==> config.mk <==
export PLATFORM = sky130hd
export DESIGN_NAME = systolic_result_drain
export DESIGN_NICKNAME = d
export VERILOG_FILES = /design/src/rtl/systolic_result_drain_pkg.sv /design/src/rtl/systolic_result_drain_row_buffer.sv /design/src/rtl/systolic_result_drain.sv
export SDC_FILE = /design/constraint.sdc
export NUM_CORES = 1
export LEC_CHECK = 0
export BUFFER_PORTS_ARGS = -buffer_cell sky130_fd_sc_hd__clkbuf_2
export CAP_MARGIN = 20
export CORE_UTILIZATION = 52
export CTS_CLUSTER_SIZE = 10
export DETAILED_ROUTE_END_ITERATION = 10
export GPL_ROUTABILITY_DRIVEN = 0
export HOLD_SLACK_MARGIN = 0.12
export PLACE_DENSITY_LB_ADDON = 0.12
export SLEW_MARGIN = 20
export SYNTH_ARGS = -nofsm -noshare
export SYNTH_HDL_FRONTEND = slang
export SYNTH_SLANG_ARGS = --single-unit
export TNS_END_PERCENT = 100
==> constraint.sdc <==
create_clock -name clk -period 16.4 [get_ports clk]
set_input_delay 4.1 -clock clk [delete_from_list [all_inputs] [get_ports clk]]
set_output_delay 4.1 -clock clk [all_outputs]
set_load 0.005 [all_outputs]
==> src/rtl/systolic_result_drain_pkg.sv <==
// systolic_result_drain_pkg
//   Shared definitions for the drain-side controller of the output-stationary
//   systolic array. These include the default array geometry, the row-index
//   width and the drain FSM state encoding. The compute sequencer and the
//   array see the same 3-bit encodings.
// Ports: none (package).
package systolic_result_drain_pkg;

    localparam int DEF_N    = 32;
    localparam int DEF_ROWS = 5;
    localparam int DEF_COLS = 5;
    localparam int IDX_W    = 4;   // row_idx width, covers ROWS up to 16

    typedef enum logic [2:0] {
        ST_IDLE  = 3'd0,
        ST_READ  = 3'd1,
        ST_SHIFT = 3'd2,
        ST_CLEAR = 3'd3,
        ST_SEND  = 3'd4
    } drain_state_t;

endpackage

==> src/rtl/systolic_result_drain_row_buffer.sv <==
// systolic_result_drain_row_buffer
//   ROWS x (COLS*N) register file that holds the captured result matrix
//   while it is streamed out. It has one synchronous write port and one
//   combinational read port. The contents are deliberately not reset.
// Ports:
//   clk        in   clock, rising edge
//   i_wr_en    in   write strobe
//   i_wr_row   in   row written when i_wr_en
//   i_wr_data  in   row data written
//   i_rd_row   in   row presented on o_rd_data
//   o_rd_data  out  contents of row i_rd_row
module systolic_result_drain_row_buffer #(
    parameter int N    = 32,
    parameter int ROWS = 5,
    parameter int COLS = 5,
    parameter int AW   = 3
) (
    input  logic                clk,
    input  logic                i_wr_en,
    input  logic [AW-1:0]       i_wr_row,
    input  logic [COLS*N-1:0]   i_wr_data,
    input  logic [AW-1:0]       i_rd_row,
    output logic [COLS*N-1:0]   o_rd_data
);

    logic [COLS*N-1:0] r_mem [ROWS];

    always_ff @(posedge clk) begin
        if (i_wr_en) begin
            r_mem[i_wr_row] <= i_wr_data;
        end
    end

    assign o_rd_data = r_mem[i_rd_row];

endmodule

==> src/rtl/systolic_result_drain.sv <==
// systolic_result_drain
//   Drain controller for a ROWSxCOLS output-stationary systolic array. On
//   start it issues READ (1 cycle), then SHIFT (ROWS-1 cycles), then CLEAR
//   (1 cycle) strobes to every PE. Each cycle it captures the bottom-row B
//   outputs into the row buffer. Rows arrive bottom-first. It then streams
//   the buffered matrix one row per beat and pulses done.
//   Row handshake: a row transfers on a rising edge where row_valid and
//   row_ready are both high. While row_valid is high and row_ready is low,
//   row_data and row_idx hold. row_ready has no effect while row_valid is low.
// Ports:
//   clk, clr          clock; asynchronous active-high reset
//   start             begin a drain (only looked at in IDLE)
//   busy, done        not-IDLE flag; 1-cycle pulse after the last row
//   b_in              bottom-row B outputs, slice c = column c
//   pe_clr/read/write per-PE strobes, bit r*COLS+c (all-ones or all-zeros)
//   row_data/idx      current result row and its index
//   row_valid/ready   row handshake
//   dbg_state         current FSM state encoding
module systolic_result_drain
    import systolic_result_drain_pkg::*;
#(
    parameter int N    = DEF_N,
    parameter int ROWS = DEF_ROWS,
    parameter int COLS = DEF_COLS
) (
    input  logic                  clk,
    input  logic                  clr,
    input  logic                  start,
    output logic                  busy,
    output logic                  done,
    input  logic [COLS*N-1:0]     b_in,
    output logic [ROWS*COLS-1:0]  pe_clr,
    output logic [ROWS*COLS-1:0]  pe_read,
    output logic [ROWS*COLS-1:0]  pe_write,
    output logic [COLS*N-1:0]     row_data,
    output logic [IDX_W-1:0]      row_idx,
    output logic                  row_valid,
    input  logic                  row_ready,
    output logic [2:0]            dbg_state
);

    localparam int              AW       = (ROWS > 1) ? $clog2(ROWS) : 1;
    localparam logic [IDX_W-1:0] LAST_ROW = IDX_W'(ROWS - 1);

    drain_state_t     r_state;
    logic [IDX_W-1:0] r_cnt;        // SHIFT cycle number k
    logic [IDX_W-1:0] r_row_idx;
    logic             r_busy;
    logic             r_done;
    logic             r_valid;
    logic             r_rd_stb;
    logic             r_wr_stb;
    logic             r_clr_stb;

    logic             w_buf_wr_en;
    logic [AW-1:0]    w_buf_wr_row;
    logic [AW-1:0]    w_buf_rd_row;
    logic [COLS*N-1:0] w_buf_rd_data;

    // The strobes are registered together with the state. Each one is
    // therefore a clean decode of the state it belongs to.
    always_ff @(posedge clk or posedge clr) begin
        if (clr) begin
            r_state   <= ST_IDLE;
            r_cnt     <= '0;
            r_row_idx <= '0;
            r_busy    <= 1'b0;
            r_done    <= 1'b0;
            r_valid   <= 1'b0;
            r_rd_stb  <= 1'b0;
            r_wr_stb  <= 1'b0;
            r_clr_stb <= 1'b0;
        end else begin
            r_done <= 1'b0;
            case (r_state)
                ST_IDLE: begin
                    if (start) begin
                        r_state  <= ST_READ;
                        r_busy   <= 1'b1;
                        r_rd_stb <= 1'b1;
                    end
                end
                ST_READ: begin
                    r_state  <= ST_SHIFT;
                    r_rd_stb <= 1'b0;
                    r_wr_stb <= 1'b1;
                    r_cnt    <= '0;
                end
                ST_SHIFT: begin
                    if (r_cnt == LAST_ROW - IDX_W'(1)) begin
                        r_state   <= ST_CLEAR;
                        r_wr_stb  <= 1'b0;
                        r_clr_stb <= 1'b1;
                    end else begin
                        r_cnt <= r_cnt + IDX_W'(1);
                    end
                end
                ST_CLEAR: begin
                    r_state   <= ST_SEND;
                    r_clr_stb <= 1'b0;
                    r_valid   <= 1'b1;
                    r_row_idx <= '0;
                end
                ST_SEND: begin
                    if (row_ready) begin
                        if (r_row_idx == LAST_ROW) begin
                            r_state   <= ST_IDLE;
                            r_busy    <= 1'b0;
                            r_valid   <= 1'b0;
                            r_done    <= 1'b1;
                            r_row_idx <= '0;
                        end else begin
                            r_row_idx <= r_row_idx + IDX_W'(1);
                        end
                    end
                end
                default: begin
                    r_state   <= ST_IDLE;
                    r_busy    <= 1'b0;
                    r_valid   <= 1'b0;
                    r_rd_stb  <= 1'b0;
                    r_wr_stb  <= 1'b0;
                    r_clr_stb <= 1'b0;
                end
            endcase
        end
    end

    // Rows come out of the array bottom-first. SHIFT cycle k therefore
    // holds row ROWS-1-k, and the CLEAR cycle holds row 0.
    assign w_buf_wr_en  = (r_state == ST_SHIFT) || (r_state == ST_CLEAR);
    assign w_buf_wr_row = (r_state == ST_SHIFT) ? AW'(LAST_ROW - r_cnt) : '0;
    assign w_buf_rd_row = AW'(r_row_idx);

    systolic_result_drain_row_buffer #(
        .N    (N),
        .ROWS (ROWS),
        .COLS (COLS),
        .AW   (AW)
    ) u_row_buffer (
        .clk       (clk),
        .i_wr_en   (w_buf_wr_en),
        .i_wr_row  (w_buf_wr_row),
        .i_wr_data (b_in),
        .i_rd_row  (w_buf_rd_row),
        .o_rd_data (w_buf_rd_data)
    );

    // The buffer is not reset, so row_data is masked to zero outside SEND.
    assign row_data  = r_valid ? w_buf_rd_data : '0;
    assign row_idx   = r_row_idx;
    assign row_valid = r_valid;
    assign busy      = r_busy;
    assign done      = r_done;
    assign pe_read   = {(ROWS*COLS){r_rd_stb}};
    assign pe_write  = {(ROWS*COLS){r_wr_stb}};
    assign pe_clr    = {(ROWS*COLS){r_clr_stb}};
    assign dbg_state = r_state;

endmodule

==> results of run 1 <==
layer usage:
metal	share of wire, %	routed length [um]	track usage [%]	up-vias
met2	49	33330	35.89	514
met5	0.19	127	0	-
met4	1.6	1096	6.282	18
met3	7.8	5258	6.594	85
li1	-	-	-	7300
met1	41	27920	29.04	8404
critical path: cells and delay by family, from the launching register on:
family                 cells  cell delay, ps
buffers and inverters      3            1790
and+or+nand+nor            2             170
muxes                      1             600
DFF                        1             870
flip-flops by register name, indices dropped and copies added (netlist names):
signal and cells:
u_row_buffer.r_mem 800, r_cnt 4, row_idx 4, dbg_state 3, busy 1, done 1, r_clr_stb 1, r_rd_stb 1
r_wr_stb 1, row_valid 1
cells by family (layout without fill, tap and decap cells):
family                   after synthesis  count (layout)  synth area share, %
flip-flops                           817             817                77.16
AND/OR/NAND/NOR                      521             521                7.049
buffers and inverters                183             562                3.475
multiplexers                         161             161                11.40
AO/OA/AOI/OAI                         33              33               0.6950
adder cells (fa/ha/maj)                4               4               0.1580
XOR/XNOR                               2               2              0.05530
other                                  0               2                    0
power groups by stage:
stage / registers (uW) / logic [uW] / clock network, uW
detailed placement: 2920 / 2120 / 0
finish: 2870 / 2090 / 1770
CTS: 2870 / 2130 / 1800
global route: 2900 / 2290 / 1880
floorplan: 2900 / 1340 / 0
global placement: 2900 / 2120 / 0
synth_stat cells (all sizes together) (3+ instances only):
cell and n:
o211ai 3, a21oi 5, edfxtp 800, dfrtp 17, nand2b 4, nor2 8
nand3 163, inv 11, o21ai 9, nand2 327, clkbuf 48, mux4 160
nor3 3, ha 4, a22oi 3, buf 124, nor2b 5
placed cells by master, fill, tap and decap left out, drive strengths merged, types with 4 or more instances in the layout:
cell type / netlist / final
o21ai: 9 / 9
a21oi: 5 / 5
clkbuf: 48 / 518
dfrtp: 17 / 17
nand3: 163 / 163
ha: 4 / 4
buf: 124 / 27
inv: 11 / 13
mux4: 160 / 160
edfxtp: 800 / 800
nand2b: 4 / 4
nor2: 8 / 8
nand2: 327 / 327
nor2b: 5 / 5
stage by stage:
step	power, uW	instance area (um2)	instances
floorplan	4248	31690	1721
global placement	5022	33910	2765
detailed placement	5036	33910	2765
CTS	6811	36390	2881
global route	7073	36430	2884
finish	6722	36430	2884
worst max path at each step:
stage	endpoint	slack, ps	cells after the start
final	row_data[138]	8170	6
after global routing	row_data[122]	7770	6
after CTS	row_data[138]	7920	6
after detailed placement	row_data[138]	8590	6
after global placement	row_data[138]	8560	6
after floorplan	u_row_buffer.r_mem[2][0]	3530	6
layout make-up:
class	count	share of cell area (%)
clock buffer	110	6.564
timing repair buffer	435	6.217
tap	782	2.686
multi-input combinational	721	16.98
antenna	2	0.01374
sequential	817	67.16
inverter	11	0.1133
clock inverter	6	0.2713
==> impl_metrics.json, run 1 <==
{
  "initial_core_util_pct": 52.59,
  "cts_resized": 0,
  "power.share.clock_pct": 26.3,
  "die_y_um": 248.8,
  "cts_tree": "yes",
  "clkTransAtPathRegs_ps": 60,
  "drv_cap": 0,
  "fin_worst_skew_ps": 18.17,
  "grt_max_degree": 81,
  "ys_seq_elements": 817,
  "rows": 90,
  "die_area_um2": 61920,
  "synth_ff_type": "edfxtp_1",
  "whs_ps": 574.7,
  "setup_viol": 0,
  "grt-ovfl-total": 0,
  "htreeDepth": 3,
  "peakVddDrop_mv": 0.1318,
  "via_per_inst": 5.659,
  "yosys.area.top_type": "edfxtp_1",
  "hp-start": "r_cnt[1]",
  "nFillCells": 4405,
  "reg2reg_from": "r_cnt[0]",
  "synth_fp_nets": 1889,
  "comb_power_share_pct": 31.1,
  "setup_ws_ps": 8172,
  "arrival_ps": 4130,
  "post-place-ws_ps": 8585,
  "min_to": "r_cnt[1]",
  "crit_slowest_cell": "buf_4",
  "r2r-end": "u_row_buffer.r_mem[1][154]",
  "portBuffers": 408,
  "avgRoutedWirePerCell_um": 23.49,
  "cp.required_ps": 12300,
  "rr_worst_depth": 7,
  "min_period_over_period_pct": 50.17,
  "rrSetupSlack_ps": 12690,
  "die_x_um": 248.8,
  "drt_iter0_drc": 1219,
  "avgSynthCellArea_um2": 18.41,
  "outcome": "finished clean",
  "nets": 2246,
  "max_clock_freq_mhz": 121.5,
  "synth.distinct_cells": 40,
  "p_int_uw": 4559,
  "grtUsageTotal_pct": 22.08,
  "p_leak_uw": 0.01300,
  "crit_fanout": 46,
  "tns_ps": 0,
  "clock_sinks": 817,
  "critPathLaunch": "row_idx[0]",
  "synth_top_area_share_pct": 75.82,
  "crit_type": "reg2out",
  "routed_wirelength_mm": 67.73,
  "seqPwrFrac_pct": 42.7,
  "synthArstFlopShare_pct": 2.081,
  "postCtsSetupBuffers": 0,
  "synth_edf_count": 800,
  "numCtsBuffers": 92,
  "end_kind": "output pin",
  "slew_headroom_pct": 24.69,
  "power_density_nw_per_um2": 184.5,
  "multi_input_area_um2": 6185,
  "worstPathCellList": "buf_4 -> buf_4 -> mux4_2 -> nand2_1 -> nand2_1 -> clkbuf_2",
  "yosysWarnings": 0,
  "post-route-util_pct": 60.47,
  "worst_pin_slew_ps": 1130,
  "min_path_cells": 1,
  "cts.path.max_buffers": 3,
  "period_needed_ps": 8228,
  "syn_area_um2": 31680,
  "grt_pass1_vias": 16701,
  "clk_latency_ps": 630,
  "finalHoldViolations": 0,
  "cp_slowest_stage_delay_ps": 890,
  "ff_latch_area_um2": 24460,
  "ant_nets": 0,
  "holdBufCountCts": 0,
  "yosysSeqAreaShare_pct": 77.16,
  "core_um2": 60250,
  "root_buffer": "clkbuf_16",
  "synth_cells": 1721,
  "drc": 0,
  "area_delta_synth_final_pct": 14.97,
  "ios": 409,
  "dp_hpwl_mm": 37.23,
  "first_pass_iters": 5,
  "rsz0062_at_grt": "no",
  "antenna_found_initial": 11,
  "slew_viol_final": 0,
  "p_sw_uw": 2163,
  "vias": 16321,
  "drive_above_1_share_pct": 33.57,
  "critPathLaunchType": "flop",
  "grt_pass1_wl_mm": 102.9,
  "p_sw_share_pct": 32.18,
  "hold_class": "reg2reg",
  "yosys-top-cells-area": "edfxtp_1 (76%), mux4_2 (11%), nand2_1 (3.9%)"
}
Note: power is estimated with default switching activity, not from simulation.
==> run 2: changes to the inputs <==
- CORE_UTILIZATION: 52 -> 58
- clock period: 16.4 -> 7.66 ns (I/O delays scaled with it)
==> run 2 against run 1 <==
Effect of this change: clock power up 120%; via count increased by 1.3%; sequential share of layout area hardly changed; sequential cell count stayed put; sequential power is 110% higher; clock skew fell by 2.2 ps; non-clock buffer count increased by 2; clock-buffer cell count up 17; cell area about the same; utilization grew 7.1 points; routed wire length is 0.23% lower; worst setup slack worse by 5900 ps; critical path type unchanged; highest routed layer unchanged.
==> impl_metrics.json, run 2 (synthesized netlist as in run 1, its figures left out) <==
{
  "outcome": "finished clean",
  "cts_resized": 0,
  "nFillCells": 3579,
  "numCtsBuffers": 92,
  "drt_iter0_drc": 1214,
  "grt-ovfl-total": 0,
  "crit_type": "reg2out",
  "rows": 85,
  "fin_worst_skew_ps": 16.00,
  "area_delta_synth_final_pct": 14.96,
  "setup_viol": 0,
  "grtUsageTotal_pct": 24.74,
  "crit_slowest_cell": "dfrtp_4",
  "clkTransAtPathRegs_ps": 50,
  "cts_tree": "yes",
  "crit_path_end": "row_data[126]",
  "critPathLaunchType": "flop",
  "vias": 16537,
  "drc": 0,
  "via_per_inst": 5.873,
  "clock_sinks": 817,
  "grt_max_degree": 94,
  "ant_nets": 0,
  "min_path_cells": 2,
  "final_common_cell": "edfxtp_1",
  "die_y_um": 235.7,
  "die_area_um2": 55570,
  "place_area_um2": 33860,
  "rrSetupSlack_ps": 4230,
  "largest_reg_flops": 800,
  "r2r-end": "u_row_buffer.r_mem[1][22]",
  "routed_wirelength_mm": 67.58,
  "drive_above_1_share_pct": 33.43,
  "slew_headroom_pct": 26.73,
  "slew_viol_final": 0,
  "antenna_found_initial": 7,
  "ios": 409,
  "path_delay_family": "simple AND/OR/NAND/NOR gates",
  "root_buffer": "clkbuf_16",
  "peakVddDrop_mv": 0.2274,
  "period_needed_ps": 5341,
  "worstPathCellList": "nor2b_4 -> buf_4 -> nand2_1 -> nand2_1 -> clkbuf_2",
  "initial_core_util_pct": 58.76,
  "worst_pin_slew_ps": 1099,
  "grt_pass1_vias": 16997,
  "final_cell_mix": "edfxtp_1 (800), clkbuf_2 (408), nand2_1 (327)",
  "crit_buf_inv": 2,
  "nets": 2248,
  "worst-path-stages": 5,
  "cpMostUsedCell": "nand2_1",
  "grt_pass1_wl_mm": 102.0,
  "reg2reg_from": "r_cnt[0]",
  "postCtsSetupBuffers": 0,
  "end_kind": "output pin",
  "htreeDepth": 3,
  "cts.path.max_buffers": 3,
  "arrival_ps": 3430,
  "avgRoutedWirePerCell_um": 24.00,
  "holdBufCountCts": 0,
  "rr_worst_depth": 6,
  "first_pass_iters": 5,
  "top_register": "u_row_buffer.r_mem",
  "p_leak_uw": 0.01304,
  "clk_latency_ps": 630,
  "portBuffers": 408,
  "power_density_nw_per_um2": 396.3,
  "finalHoldViolations": 0,
  "critPathLaunch": "row_valid",
  "min_period_over_period_pct": 69.72,
  "max_clock_freq_mhz": 187.2,
  "core_um2": 53920,
  "dp_hpwl_mm": 38.21,
  "cp_slowest_stage_delay_ps": 830,
  "tns_ps": 0,
  "die_x_um": 235.7,
  "drv_cap": 0,
  "crit_fanout": 51,
  "rsz0062_at_grt": "no",
  "cp.required_ps": 5750,
  "design_area_um2": 36420,
  "hold_class": "reg2reg"
}
[run 2: changes by cell type in the layout (fill, tap and decap cells not counted), sizes merged]
| cell | delta |
|---|---|
| buf | +2 |
| bufinv | -1 |
| clkbuf | +17 |
| clkinv | +1 |
| clkinvlp | -1 |
[run 2: routing by layer]
layer	part of all wire, %	global-route usage [%]	vias to the layer above
li1	-	-	7309
met1	41	33.43	8496
met5	0.093	0	-
met3	7.1	6.367	102
met4	2.0	6.813	10
met2	50	40.42	620
[run 2: worst reg2reg max path, cell delays in order (launching register included)]
cell and delay, ps:
dfrtp_1 580, inv_1 120, ha_1 220, xnor2_1 380, nand4_1 300, nor2_4 620, buf_4 740
[run 2: stage by stage]
step | hold WS (ps) | setup slack, ps | utilization (%) | cells | total power (uW)
2_1_floorplan | 515.7 | -1110 | - | 1721 | 9014
3_3_place_gp | 546.5 | 2914 | 62.80 | 2682 | 10720
5_1_grt | 591.8 | 2139 | 67.55 | 2815 | 15150
3_5_place_dp | 555.8 | 2895 | 62.80 | 2682 | 10780
4_1_cts | 564.1 | 2209 | 67.54 | 2814 | 14610
6_report | 560.4 | 2319 | 67.55 | 2816 | 14440
[run 2: worst min path at each step]
stage               end      from
4_1_cts            busy      busy
5_1_grt            busy      busy
6_report           busy      busy
3_5_place_dp       busy      busy
2_1_floorplan  r_cnt[1]  r_cnt[1]
3_3_place_gp       busy      busy
[run 2: final cells by class]
cell class | count | area (um2) | area share (%)
Sequential cell | 817 | 24460 | 67.16
Clock buffer | 127 | 2497 | 6.856
Inverter | 11 | 41.29 | 0.1134
Clock inverter | 5 | 58.81 | 0.1614
Tap cell | 696 | 870.8 | 2.391
Multi-Input combinational cell | 721 | 6191 | 17.00
Timing Repair Buffer | 437 | 2297 | 6.307
Antenna cell | 2 | 5.005 | 0.01374
[run 2: power by group]
group | total (uW) | switching, uW | leakage (uW) | internal, uW
Sequential | 6170 | 405 | 0.00746 | 5770
Combinational | 4450 | 2660 | 0.00434 | 1780
Clock | 3820 | 1580 | 0.00124 | 2240
Total | 14400 | 4650 | 0.0130 | 9790
